$ cat config.mk
export PLATFORM = sky130hd
export DESIGN_NAME = ervp_multimode_onehot_counter
export DESIGN_NICKNAME = d
export VERILOG_FILES = /design/src/rtl/ervp_multimode_onehot_counter.sv
export SDC_FILE = /design/constraint.sdc
export NUM_CORES = 1
export LEC_CHECK = 0
export BUFFER_PORTS_ARGS = -buffer_cell sky130_fd_sc_hd__buf_2
export CORE_ASPECT_RATIO = 1.1
export CORE_UTILIZATION = 57
export CTS_CLUSTER_DIAMETER = 80
export DETAILED_ROUTE_END_ITERATION = 6
export PLACE_DENSITY = 0.83
export SLEW_MARGIN = 20
export SYNTH_ARGS = -nofsm -noshare
export SYNTH_HDL_FRONTEND = slang
export SYNTH_SLANG_ARGS = --single-unit
$ cat constraint.sdc
create_clock -name clk -period 7.8 [get_ports clk]
set_input_delay 1.17 -clock clk [delete_from_list [all_inputs] [get_ports clk]]
set_output_delay 1.17 -clock clk [all_outputs]
set_load 0.05 [all_outputs]
$ cat src/rtl/ervp_multimode_onehot_counter.sv
// ervp_multimode_onehot_counter
// One-hot position counter with runtime direction, step, active-range limit
// and direct index load. CIRCULAR selects wrap-around or saturation at the
// range ends. A binary index is registered alongside the one-hot vector.
// Wrap and clip events are reported as one-cycle registered pulses.
module ervp_multimode_onehot_counter #(
  parameter int COUNT_LENGTH = 8,
  parameter int INDEX_WIDTH  = $clog2(COUNT_LENGTH),
  parameter int RESET_INDEX  = 0,
  parameter int INIT_INDEX   = RESET_INDEX,
  parameter bit CIRCULAR     = 1'b0
) (
  input  logic                    clk,
  input  logic                    rstnn,
  input  logic                    enable,
  input  logic                    init,
  input  logic                    load,
  input  logic [INDEX_WIDTH-1:0]  load_index,
  input  logic                    count,
  input  logic                    dir,
  input  logic [INDEX_WIDTH-1:0]  step,
  input  logic [INDEX_WIDTH-1:0]  limit,
  output logic [COUNT_LENGTH-1:0] value,
  output logic [INDEX_WIDTH-1:0]  index,
  output logic                    is_first_count,
  output logic                    is_last_count,
  output logic                    wrapped,
  output logic                    saturated
);

  // Native index width, one extra bit for sums up to 2*L+1, and a signed
  // form with room for the borrow of a downward step.
  typedef logic [INDEX_WIDTH-1:0]         idx_t;
  typedef logic [INDEX_WIDTH:0]           ext_t;
  typedef logic signed [INDEX_WIDTH+1:0]  sgn_t;
  typedef logic [COUNT_LENGTH-1:0]        vec_t;

  localparam ext_t MAX_POS    = ext_t'(COUNT_LENGTH - 1);
  localparam idx_t RESET_IDX  = idx_t'(RESET_INDEX);
  localparam idx_t INIT_IDX   = idx_t'(INIT_INDEX);
  localparam vec_t ONE_HOT_0  = vec_t'(1);
  localparam vec_t RESET_VEC  = ONE_HOT_0 << RESET_INDEX;

  idx_t index_q, index_d;
  vec_t value_q, value_d;
  logic wrapped_q, wrapped_d;
  logic saturated_q, saturated_d;

  ext_t lim_eff;     // effective highest active position L
  idx_t limit_idx;   // L in native width
  ext_t range_len;   // L + 1, the modulus in circular mode
  ext_t step_eff;    // step clamped to at most one full revolution
  ext_t sum_up;      // index + step_eff
  sgn_t diff_dn;     // index - step_eff, signed

  // Range/step conditioning and candidate next positions for both directions.
  always_comb begin
    lim_eff   = (ext_t'(limit) > MAX_POS) ? MAX_POS : ext_t'(limit);
    limit_idx = idx_t'(lim_eff);
    range_len = lim_eff + ext_t'(1);
    step_eff  = (ext_t'(step) > range_len) ? range_len : ext_t'(step);
    sum_up    = ext_t'(index_q) + step_eff;
    diff_dn   = sgn_t'({2'b00, index_q}) - sgn_t'({1'b0, step_eff});
  end

  // Next-state selection in priority order: enable, init, load, count.
  always_comb begin
    // NOTE: every output of this block gets a default first, so no path
    // through the if/else chain can leave one unassigned and infer a latch.
    index_d     = index_q;
    wrapped_d   = 1'b0;
    saturated_d = 1'b0;

    if (!enable) begin
      index_d = index_q;
    end else if (init) begin
      index_d = INIT_IDX;
    end else if (load) begin
      if (ext_t'(load_index) > lim_eff) begin
        index_d     = limit_idx;
        saturated_d = 1'b1;
      end else begin
        index_d = load_index;
      end
    end else if (count && (step != '0)) begin
      if (ext_t'(index_q) > lim_eff) begin
        // Limit was lowered beneath the current position: pull back to L.
        index_d     = limit_idx;
        saturated_d = 1'b1;
      end else if (dir) begin
        if (sum_up <= lim_eff) begin
          index_d = idx_t'(sum_up);
        end else if (CIRCULAR) begin
          index_d   = idx_t'(sum_up - range_len);
          wrapped_d = 1'b1;
        end else begin
          index_d     = limit_idx;
          saturated_d = 1'b1;
        end
      end else begin
        if (!diff_dn[INDEX_WIDTH+1]) begin
          index_d = idx_t'(diff_dn);
        end else if (CIRCULAR) begin
          index_d   = idx_t'(diff_dn + sgn_t'({1'b0, range_len}));
          wrapped_d = 1'b1;
        end else begin
          index_d     = '0;
          saturated_d = 1'b1;
        end
      end
    end

    // The one-hot vector is decoded from the next index so both registers
    // always describe the same position.
    value_d = ONE_HOT_0 << index_d;
  end

  // State and event-pulse registers; pulses self-clear because their next
  // value defaults to zero, including while enable is low.
  always_ff @(posedge clk or negedge rstnn) begin
    if (!rstnn) begin
      index_q     <= RESET_IDX;
      value_q     <= RESET_VEC;
      wrapped_q   <= 1'b0;
      saturated_q <= 1'b0;
    end else begin
      // NOTE: non-blocking assignments so every register samples the values
      // computed before this edge, independent of statement order.
      index_q     <= index_d;
      value_q     <= value_d;
      wrapped_q   <= wrapped_d;
      saturated_q <= saturated_d;
    end
  end

  assign value     = value_q;
  assign index     = index_q;
  assign wrapped   = wrapped_q;
  assign saturated = saturated_q;

  // Position decode relative to the current direction of travel.
  assign is_first_count = dir ? (index_q == '0) : (ext_t'(index_q) == lim_eff);
  assign is_last_count  = dir ? (ext_t'(index_q) == lim_eff) : (index_q == '0);

endmodule

==> summary.txt, run 1 <==
Final Hold Viols - 0
worst reg2reg path startpoint - index[1]$_DFF_PN0_
Primary FF master, synth - dfrtp_1
Max VDD drop - 0.000203 V
Slew Limit Fails - 0
Die ar. - 2420 um2
Initial Util - 61.6%
first-pass GRT wire length - 4.72 mm
setup bufs post-CTS - 0
# IOs - 31
core area - 2060 um2
Post-Place Setup Slack - 2270 ps
fraction of layout cells with a size suffix above 1 - 27.2%
Net Count, Synth - 175
cell area after layout - 1470 um2
Post-Route WL - 2.83 mm
FMAX - 189 MHz
height of the die - 51.5 um
hold-fix buffers at CTS - 0
post_cts resized - 0
area delta synth->final - 15.7%
crit path to - value[5]$_DFF_PN0_
clock skew - 3.37 ps
Rows - 17
Reg-to-Reg End - value[5]$_DFF_PN0_
PD cells - 215 nW/um2
sequential share of power - 24.2%
register area share after synthesis - 23.7%
largest net degree at the start of global routing - 13
commonest non-fill, non-tap cell in the layout - buf_2
met2 Usage GRT - 45.1%
Diodes inserted - 0
Final WS setup - 2520 ps
outcome - finished clean
vias in the first global route - 1091
arrival time at the worst endpoint - 5440 ps
H-tree depth - 1
Cell Area, Placed - 1430 um2
most frequent cells in the layout - buf_2, ha_1, inv_1, dfrtp_1, and3_1
RSZ-0062 raised after global routing - false
estimated wirelength of the detail-placed design - 2.36 mm
Psw - 0.149 mW
Cell variety after synth - 47
Congestion Overflow GR - 0
CTS tree - done
critical path class - in -> reg
routing usage on met3 - 6.25%
Critical Path End Type - flop
TritonCTS Buffers - 3
Post-synth EDFFs - 0
Avg Cell Area, Syn - 9.14 um2
busiest layer in global routing - met2
met1 Use GR - 35.7%
deepest clock path buffer count - 2
Clk Latency, worst-skew pair - 270 ps
Tot Pwr - 0.315 mW
worst r2r path cells - 11
Internal - 0.166 mW
switching share of power - 47.3%
cell area after synthesis - 1270 um2
clock network power share - 15.3%
Leakage - 0.761 nW
Yosys reg bits - 12
Root Driver - clkbuf_4
CP Data Required Time - 7960 ps
multi-input logic area - 883 um2
FFs w/ async S/R, synth - 100%
part of the power in combinational logic - 60.5%
Tcrit/Tclk final - 67.7%
Buffers on Ports - 29
drt first pass iters - 4
clk sinks - 12
beginning of the critical path - limit[0]
register area - 302 um2
Fin Hold WS - 716 ps
Total GRT Usage - 26.8%
Mapped Cells - 139
final net count - 206
Initial DRC Count - 34
Max Cap Violations - 0
DRC violations left - 0
Crit Path Max Fanout - 9
flop2flop setup slack - 4680 ps
Via Count - 1151
setup violators final - 0
crit path launch type - input pin
Yosys warnings - 0
initial antenna violation count - 0
vias per cell - 5.84
min cycle time layout - 5280 ps
post-route ant nets - 0
WL/cell - 14.4 um
die extent in x - 47.0 um
FILL cells - 172
clock transition at the registers of the reported paths - 70 ps
total negative slack - 0 ps
Hold Path Class - reg -> reg
gp weighted congestion - 0.950
-- layout make-up --
class	count	area share, %
multi-input cells	106	60.1
inverters	18	4.60
repair buffers	29	9.88
well taps	28	2.39
clock buffers	4	2.47
flip-flops and latches	12	20.5
-- sequential cells by signal (all words and copies together), names as in the netlist --
register   flops
saturated      1
value          8
index          3
-- per-stage QoR --
stage                     util [%]  std cells
after global routing          71.2        197
after floorplan                  -        139
after CTS                     71.2        197
after detailed placement      69.4        193
after global placement        69.4        193
final                         71.2        197
-- power by group through the flow --
| stage | logic (mW) | clock network [mW] | registers [mW] |
|---|---|---|---|
| after floorplan | 0.119 | 0 | 0.104 |
| after global placement | 0.181 | 0 | 0.0774 |
| after detailed placement | 0.188 | 0 | 0.0775 |
| after CTS | 0.189 | 0.0504 | 0.0763 |
| after global routing | 0.207 | 0.0531 | 0.0773 |
| final | 0.191 | 0.0481 | 0.0763 |
-- Yosys cell counts, types with 3 or more instances --
cell type / number / area [um2]
ha_1: 18 / 225
inv_1: 15 / 56.3
dfrtp_1: 11 / 275
and3_1: 7 / 43.8
a21oi_1: 6 / 30.0
nand2_1: 6 / 22.5
nand3_1: 5 / 25.0
nand4_1: 5 / 31.3
nor3_1: 5 / 25.0
o21ai_0: 5 / 25.0
nand3b_1: 4 / 30.0
nor2b_1: 4 / 25.0
nand2b_1: 3 / 18.8
-- worst max-delay path, cell delays in order --
cell and delay (ps):
buf_2 170, ha_1 320, inv_1 40, ha_1 280, nor2b_1 140, o21a_1 150
o21ai_0 260, a31oi_1 150, o22ai_1 230, ha_1 220, inv_1 60, fa_1 370
xnor2_1 200, ha_1 280, and3_1 200, a21oi_1 180, o21ai_1 100, or3_1 330
a31oi_2 320, inv_2 100, and3_1 170
-- worst min-delay path by stage --
stage,endpoint,cells past startpoint,startpoint,slack [ps]
floorplan,index[0]$_DFF_PN0_,0,rstnn,870
global placement,index[0]$_DFF_PN0_,2,index[0]$_DFF_PN0_,680
detailed placement,index[0]$_DFF_PN0_,2,index[0]$_DFF_PN0_,690
CTS,index[0]$_DFF_PN0_,2,index[0]$_DFF_PN0_,700
global route,index[0]$_DFF_PN0_,2,index[0]$_DFF_PN0_,750
finish,index[0]$_DFF_PN0_,2,index[0]$_DFF_PN0_,720
-- kinds of logic (layout without fill, tap and decap cells) --
family	Yosys count	after routing	share of synthesized area, %
mux	3	3	2.46
buf+inv	21	51	6.70
simple gates	44	44	19.5
xor+xnor	3	3	2.07
other cells	1	1	0.295
flops	12	12	23.7
fa+ha+maj	20	20	20.9
compound gates	35	35	24.3
-- layer usage --
layer | share of wire [%] | wire [um]
met5 | 0 | 0
met4 | 0.60 | 17
met3 | 5.2 | 147
met2 | 49 | 1390
met1 | 45 | 1270
Power figures use the tool's default switching activity.
==> inputs of run 2 (changes only) <==
ABC_AREA = 1   (was not set)
CORE_UTILIZATION = 47   (was 57)
PLACE_DENSITY = 0.74   (was 0.83)
clock period = 4.3 ns   (was 7.8 ns; I/O delays follow)
==> summary.txt, run 2 <==
vias per cell - 5.11 (was 5.84)
Final Hold Viols - 0 (unchanged)
Initial Util - 51.5% (was 61.6%)
dominant cell type by area after synthesis - dfrtp_1 (unchanged)
Via Count - 1211 (was 1151)
DRC violations left - 0 (unchanged)
Slew Limit Fails - 0 (unchanged)
Total GRT Usage - 21.8% (was 26.8%)
Tcrit/Tclk final - 93.4%
Diodes inserted - 0 (unchanged)
RSZ-0062 raised after global routing - false (unchanged)
synth cell count leaders - nand2_1, inv_1, ha_1 (was ha_1, inv_1, dfrtp_1)
Congestion Overflow GR - 0 (unchanged)
commonest non-fill, non-tap cell in the layout - nand2_1 (was buf_2)
die extent in x - 50.3 um (was 47.0 um)
most frequent cell after synthesis - nand2_1 (was ha_1)
Cell variety after synth - 29 (was 47)
TritonCTS Buffers - 3 (unchanged)
min cycle time layout - 4020 ps
Clk Latency, worst-skew pair - 270 ps (about the same)
Yosys warnings - 0 (unchanged)
largest cells by area after synthesis - dfrtp_1, ha_1, nand2_1 (was dfrtp_1, ha_1, inv_1)
FILL cells - 213 (was 172)
arrival time at the worst endpoint - 4180 ps (was 5440 ps)
flop2flop setup slack - 1460 ps (was 4680 ps)
FMAX - 249 MHz
Avg Cell Area, Syn - 7.19 um2 (was 9.14 um2)
Post-synth EDFFs - 0 (unchanged)
non-filler cells, final - 237 (was 197)
most frequent cells in the layout - nand2_1, buf_2, inv_1, ha_1, nor2_1 (was buf_2, ha_1, inv_1, dfrtp_1, and3_1)
Critical Path End Type - flop (unchanged)
Rows - 18 (was 17)
CTS tree - done (unchanged)
Leakage - 0.864 nW (was 0.761 nW)
Mapped Cells - 168 (was 139)
FFs w/ async S/R, synth - 100% (unchanged)
# IOs - 31 (unchanged)
Buffers on Ports - 29 (unchanged)
Cell Area, Placed - 1420 um2 (was 1430 um2)
Max VDD drop - 0.000206 V (was 0.000203 V)
largest net degree at the start of global routing - 13 (unchanged)
clock skew - 1.10 ps (was 3.37 ps)
H-tree depth - 1 (unchanged)
Root Driver - clkbuf_4 (unchanged)
clk sinks - 12 (unchanged)
Hold Path Class - in -> async (was reg -> reg)
initial antenna violation count - 0 (unchanged)
estimated wirelength of the detail-placed design - 2.24 mm (was 2.36 mm)
WL/cell - 11.5 um (was 14.4 um)
setup violators final - 0 (unchanged)
cell area after synthesis - 1210 um2 (was 1270 um2)
Yosys reg bits - 12 (unchanged)
Tot Pwr - 0.554 mW (was 0.315 mW)
Primary FF master, synth - dfrtp_1 (unchanged)
register area share after synthesis - 25.0% (was 23.7%)
Post-Route WL - 2.73 mm (was 2.83 mm)
post-route ant nets - 0 (unchanged)
CP Data Required Time - 4460 ps (was 7960 ps)
cell area after layout - 1540 um2 (was 1470 um2)
first-pass GRT wire length - 4.54 mm (was 4.72 mm)
fraction of layout cells with a size suffix above 1 - 32.4% (was 27.2%)
Initial DRC Count - 15 (was 34)
Net Count, Synth - 204 (was 175)
core area - 2340 um2 (was 2060 um2)
gp weighted congestion - 0.855 (was 0.950)
hold-fix buffers at CTS - 0 (unchanged)
deepest clock path buffer count - 2 (unchanged)
vias in the first global route - 1125 (was 1091)
critical path class - in -> reg (unchanged)
worst r2r path cells - 18 (was 11)
outcome - finished clean (unchanged)
Crit Path Max Fanout - 4 (was 9)
Fin Hold WS - 237 ps (was 716 ps)
area delta synth->final - 27.3% (was 15.7%)
DP Cell Count - 231 (was 193)
height of the die - 55.2 um (was 51.5 um)
clock transition at the registers of the reported paths - 70 ps (about the same)
max reg flops - 8 (unchanged)
PD cells - 360 nW/um2 (was 215 nW/um2)
final net count - 244 (was 206)
Max Cap Violations - 0 (unchanged)
drt first pass iters - 4 (unchanged)
crit path launch type - input pin (unchanged)
area share of the largest cell type after synthesis - 22.8% (was 21.7%)
Die ar. - 2780 um2 (was 2420 um2)
[run 2: changes by cell type after synthesis, sizes merged, moves of 4 or more]
| cell | previous run | this run |
|---|---|---|
| nor3 | 5 | 1 |
| nand3b | 4 | 0 |
| and3 | 7 | 0 |
| nor2 | 2 | 15 |
| nand3 | 5 | 12 |
| nor2b | 4 | 0 |
| o21ai | 6 | 12 |
| nand2 | 7 | 44 |
| inv | 17 | 29 |
[run 2: cells by family after synthesis]
kind of cell | share of synthesized area (%)
AO/OA/AOI/OAI | 13.8
other | 0.311
XOR/XNOR | 1.45
buffers and inverters | 9.64
AND/OR/NAND/NOR | 27.9
flip-flops | 25.0
adder cells (fa/ha/maj) | 22.0
[run 2: path summary, 6_finish.rpt]
check / from / endpoint
worst min register to register: index[2]$_DFF_PN0_ / index[2]$_DFF_PN0_
min in group clk: enable / index[2]$_DFF_PN0_
worst max register to register: index[0]$_DFF_PN0_ / value[5]$_DFF_PN0_
max in group asynchronous: rstnn / value[0]$_DFF_PN1_
worst max-delay path: limit[1] / value[5]$_DFF_PN0_
worst min-delay path: rstnn / value[4]$_DFF_PN0_
[run 2: metal layers]
layer  vias to the layer above  routed length (um)  track usage, %  part of all wire (%)
met5                         -                   0               0                     0
met4                         0                  21            8.80                  0.77
met3                         4                  86            3.28                   3.2
met2                        31                1420            42.0                    52
met1                       556                1200            24.5                    44
li1                        620                   -               -                     -
[run 2: stage by stage]
stage	utilization [%]	setup WS, ps	TNS (ps)
final	65.6	282	0
after global routing	65.6	10.5	0
after CTS	62.2	192	0
after detailed placement	60.6	-92.2	-550
after global placement	60.6	9.70	0
after floorplan	-	302	0
[run 2: repair_timing]
| action | in CTS | in global routing |
|---|---|---|
| gates resized for setup | 0 | 13 |
| setup buffers | 0 | 2 |
| setup endpoints to repair | 0 | 9 |
[run 2: area by class of cell]
class                      count  area [um2]  area share [%]
inverter                      29         109            7.08
clock buffer                   4        36.3            2.36
multi-input combinational    126         855            55.6
timing repair buffer          36         198            12.9
tap                           30        37.5            2.44
sequential                    12         302            19.6
[run 2: power by group]
| part | switching, mW | leakage (nW) | internal (mW) |
|---|---|---|---|
| clock | 0.0364 | 0.0210 | 0.0514 |
| sequential | 0.00980 | 0.159 | 0.125 |
| combinational | 0.215 | 0.685 | 0.116 |
| total | 0.261 | 0.864 | 0.293 |
[run 2: critical path, cell delays in order]
cell and delay (ps):
buf_2 120, ha_4 260, inv_1 50, ha_4 210
inv_1 50, nor2_1 30, o21a_1 170, o221ai_2 220
nand2_1 100, o21ai_2 80, ha_2 200, inv_1 50
fa_1 450, xor2_2 170, inv_1 60, ha_1 290
nand2_1 80, nand2_1 50, nand2_1 80, nand2_1 70
nand2_2 110, nand2_2 70, nand2_1 60, nand3_1 60
nand2_1 60, nand2_1 80, a21oi_2 230, nor2_1 70
==> inputs of run 3 (changes only) <==
SETUP_SLACK_MARGIN = 0.5   (was not set)
==> summary.txt, run 3 (same netlist as run 2, synthesis figures left out) <==
vias in the first global route - 1214 (was 1125)
drt first pass iters - 4 (unchanged)
Slew Limit Fails - 0 (unchanged)
outcome - finished clean (unchanged)
Crit Path Max Fanout - 5 (was 4)
first-pass GRT wire length - 5.03 mm (was 4.54 mm)
min cycle time layout - 3950 ps (was 4020 ps)
Buffers on Ports - 29 (unchanged)
arrival time at the worst endpoint - 4100 ps (was 4180 ps)
post-route ant nets - 0 (unchanged)
critical path class - in -> reg (unchanged)
die extent in x - 50.3 um (unchanged)
Max Cap Violations - 0 (unchanged)
# IOs - 31 (unchanged)
most frequent cells in the layout - buf_2, nand2_1, inv_1, nand2_2, buf_4 (was nand2_1, buf_2, inv_1, ha_1, nor2_1)
PD cells - 369 nW/um2 (was 360 nW/um2)
Total GRT Usage - 23.9% (was 21.8%)
TritonCTS Buffers - 3 (unchanged)
clock transition at the registers of the reported paths - 70 ps (about the same)
Initial Util - 51.5% (unchanged)
height of the die - 55.2 um (unchanged)
Root Driver - clkbuf_4 (unchanged)
core area - 2340 um2 (unchanged)
Post-Route WL - 3.17 mm (was 2.73 mm)
Cell Area, Placed - 1440 um2 (was 1420 um2)
RSZ-0062 raised after global routing - true (was false)
crit path max-delay cell type - fa_2 (was fa_1)
Initial DRC Count - 27 (was 15)
Via Count - 1278 (was 1211)
total negative slack - 0 ps (unchanged)
H-tree depth - 1 (unchanged)
largest net degree at the start of global routing - 13 (unchanged)
CP dominant cell by count - nand2_2 (was nand2_1)
Final Hold Viols - 0 (unchanged)
deepest clock path buffer count - 2 (unchanged)
DRC violations left - 0 (unchanged)
crit path launch type - input pin (unchanged)
vias per cell - 5.24 (was 5.11)
Die ar. - 2780 um2 (unchanged)
Rows - 18 (unchanged)
slowest cell delay on critical path - 570 ps (was 450 ps)
initial antenna violation count - 0 (unchanged)
cell area after layout - 1690 um2 (was 1540 um2)
estimated wirelength of the detail-placed design - 2.32 mm (was 2.24 mm)
multi-input logic area - 956 um2 (was 855 um2)
CP Data Required Time - 4450 ps (was 4460 ps)
FILL cells - 184 (was 213)
setup violators final - 0 (unchanged)
Critical Path End Type - flop (unchanged)
fraction of layout cells with a size suffix above 1 - 45.3% (was 32.4%)
clock skew - 3.23 ps (was 1.10 ps)
area delta synth->final - 40.2% (was 27.3%)
Congestion Overflow GR - 0 (unchanged)
register area - 302 um2 (unchanged)
Diodes inserted - 0 (unchanged)
Leakage - 0.908 nW (was 0.864 nW)
Max VDD drop - 0.000196 V (was 0.000206 V)
gp weighted congestion - 0.802 (was 0.855)
clk sinks - 12 (unchanged)
Tcrit/Tclk final - 92.0% (was 93.4%)
commonest non-fill, non-tap cell in the layout - buf_2 (was nand2_1)
Hold Path Class - in -> async (unchanged)
final net count - 251 (was 244)
max reg flops - 8 (unchanged)
CTS tree - done (unchanged)
FMAX - 253 MHz (was 249 MHz)
hold-fix buffers at CTS - 0 (unchanged)
Clk Latency, worst-skew pair - 260 ps (was 270 ps)
WL/cell - 13.0 um (was 11.5 um)
-- run 3: critical path: cells and delay by family --
kind | cells | cell delay [ps]
adder cells (fa/ha/maj) | 5 | 1490
AND/OR/NAND/NOR | 16 | 1140
AO/OA/AOI/OAI | 4 | 540
buffers and inverters | 5 | 270
-- run 3: final timing paths --
path / startpoint / endpoint / slack, ps / cells after the start
worst max-delay path: limit[1] / value[1]$_DFF_PN0_ / 350 / 30
worst min-delay path: rstnn / index[2]$_DFF_PN0_ / 240 / 1
worst max register to register: index[0]$_DFF_PN0_ / value[1]$_DFF_PN0_ / 1420 / 20
worst min register to register: index[0]$_DFF_PN0_ / index[0]$_DFF_PN0_ / 810 / 2
max in group asynchronous: rstnn / value[0]$_DFF_PN1_ / 3790 / 1
min in group clk: enable / index[2]$_DFF_PN0_ / 640 / 2
-- run 3: where the power goes --
part	total (mW)	switching, mW	internal, mW	leakage (nW)
logic	0.418	0.257	0.161	0.735
clock network	0.0694	0.0336	0.0358	0.0150
registers	0.137	0.0113	0.125	0.159
-- run 3: through the flow --
step                hold slack, ps  instances  total power [mW]  util, %  setup slack, ps
global route                   252        244             0.670     72.3              133
detailed placement             531        228             0.448     61.3             32.0
global placement               518        228             0.435     61.3              128
finish                         245        244             0.624     72.3              346
CTS                            245        242             0.576     69.7              452
floorplan                      349        168             0.371        -              498
-- run 3: repair_timing --
action / in CTS / in global routing
resized for setup: 19 / 14
setup buffers: 10 / 2
pin swaps: 14 / 27
setup endpoints to repair: 10 / 12
-- run 3: area by class of cell --
type	count	share of cell area, %
Sequential cell	12	17.8
Inverter	29	6.43
Clock buffer	4	1.55
Tap cell	30	2.22
Multi-Input combinational cell	126	56.5
Timing Repair Buffer	43	15.5
-- run 3: layer usage --
layer	global-route usage [%]	up-vias	share of wire, %
li1	-	632	-
met1	26.0	587	40
met2	49.6	49	53
met3	2.46	10	4.9
met4	6.02	0	2.7
met5	0	-	0
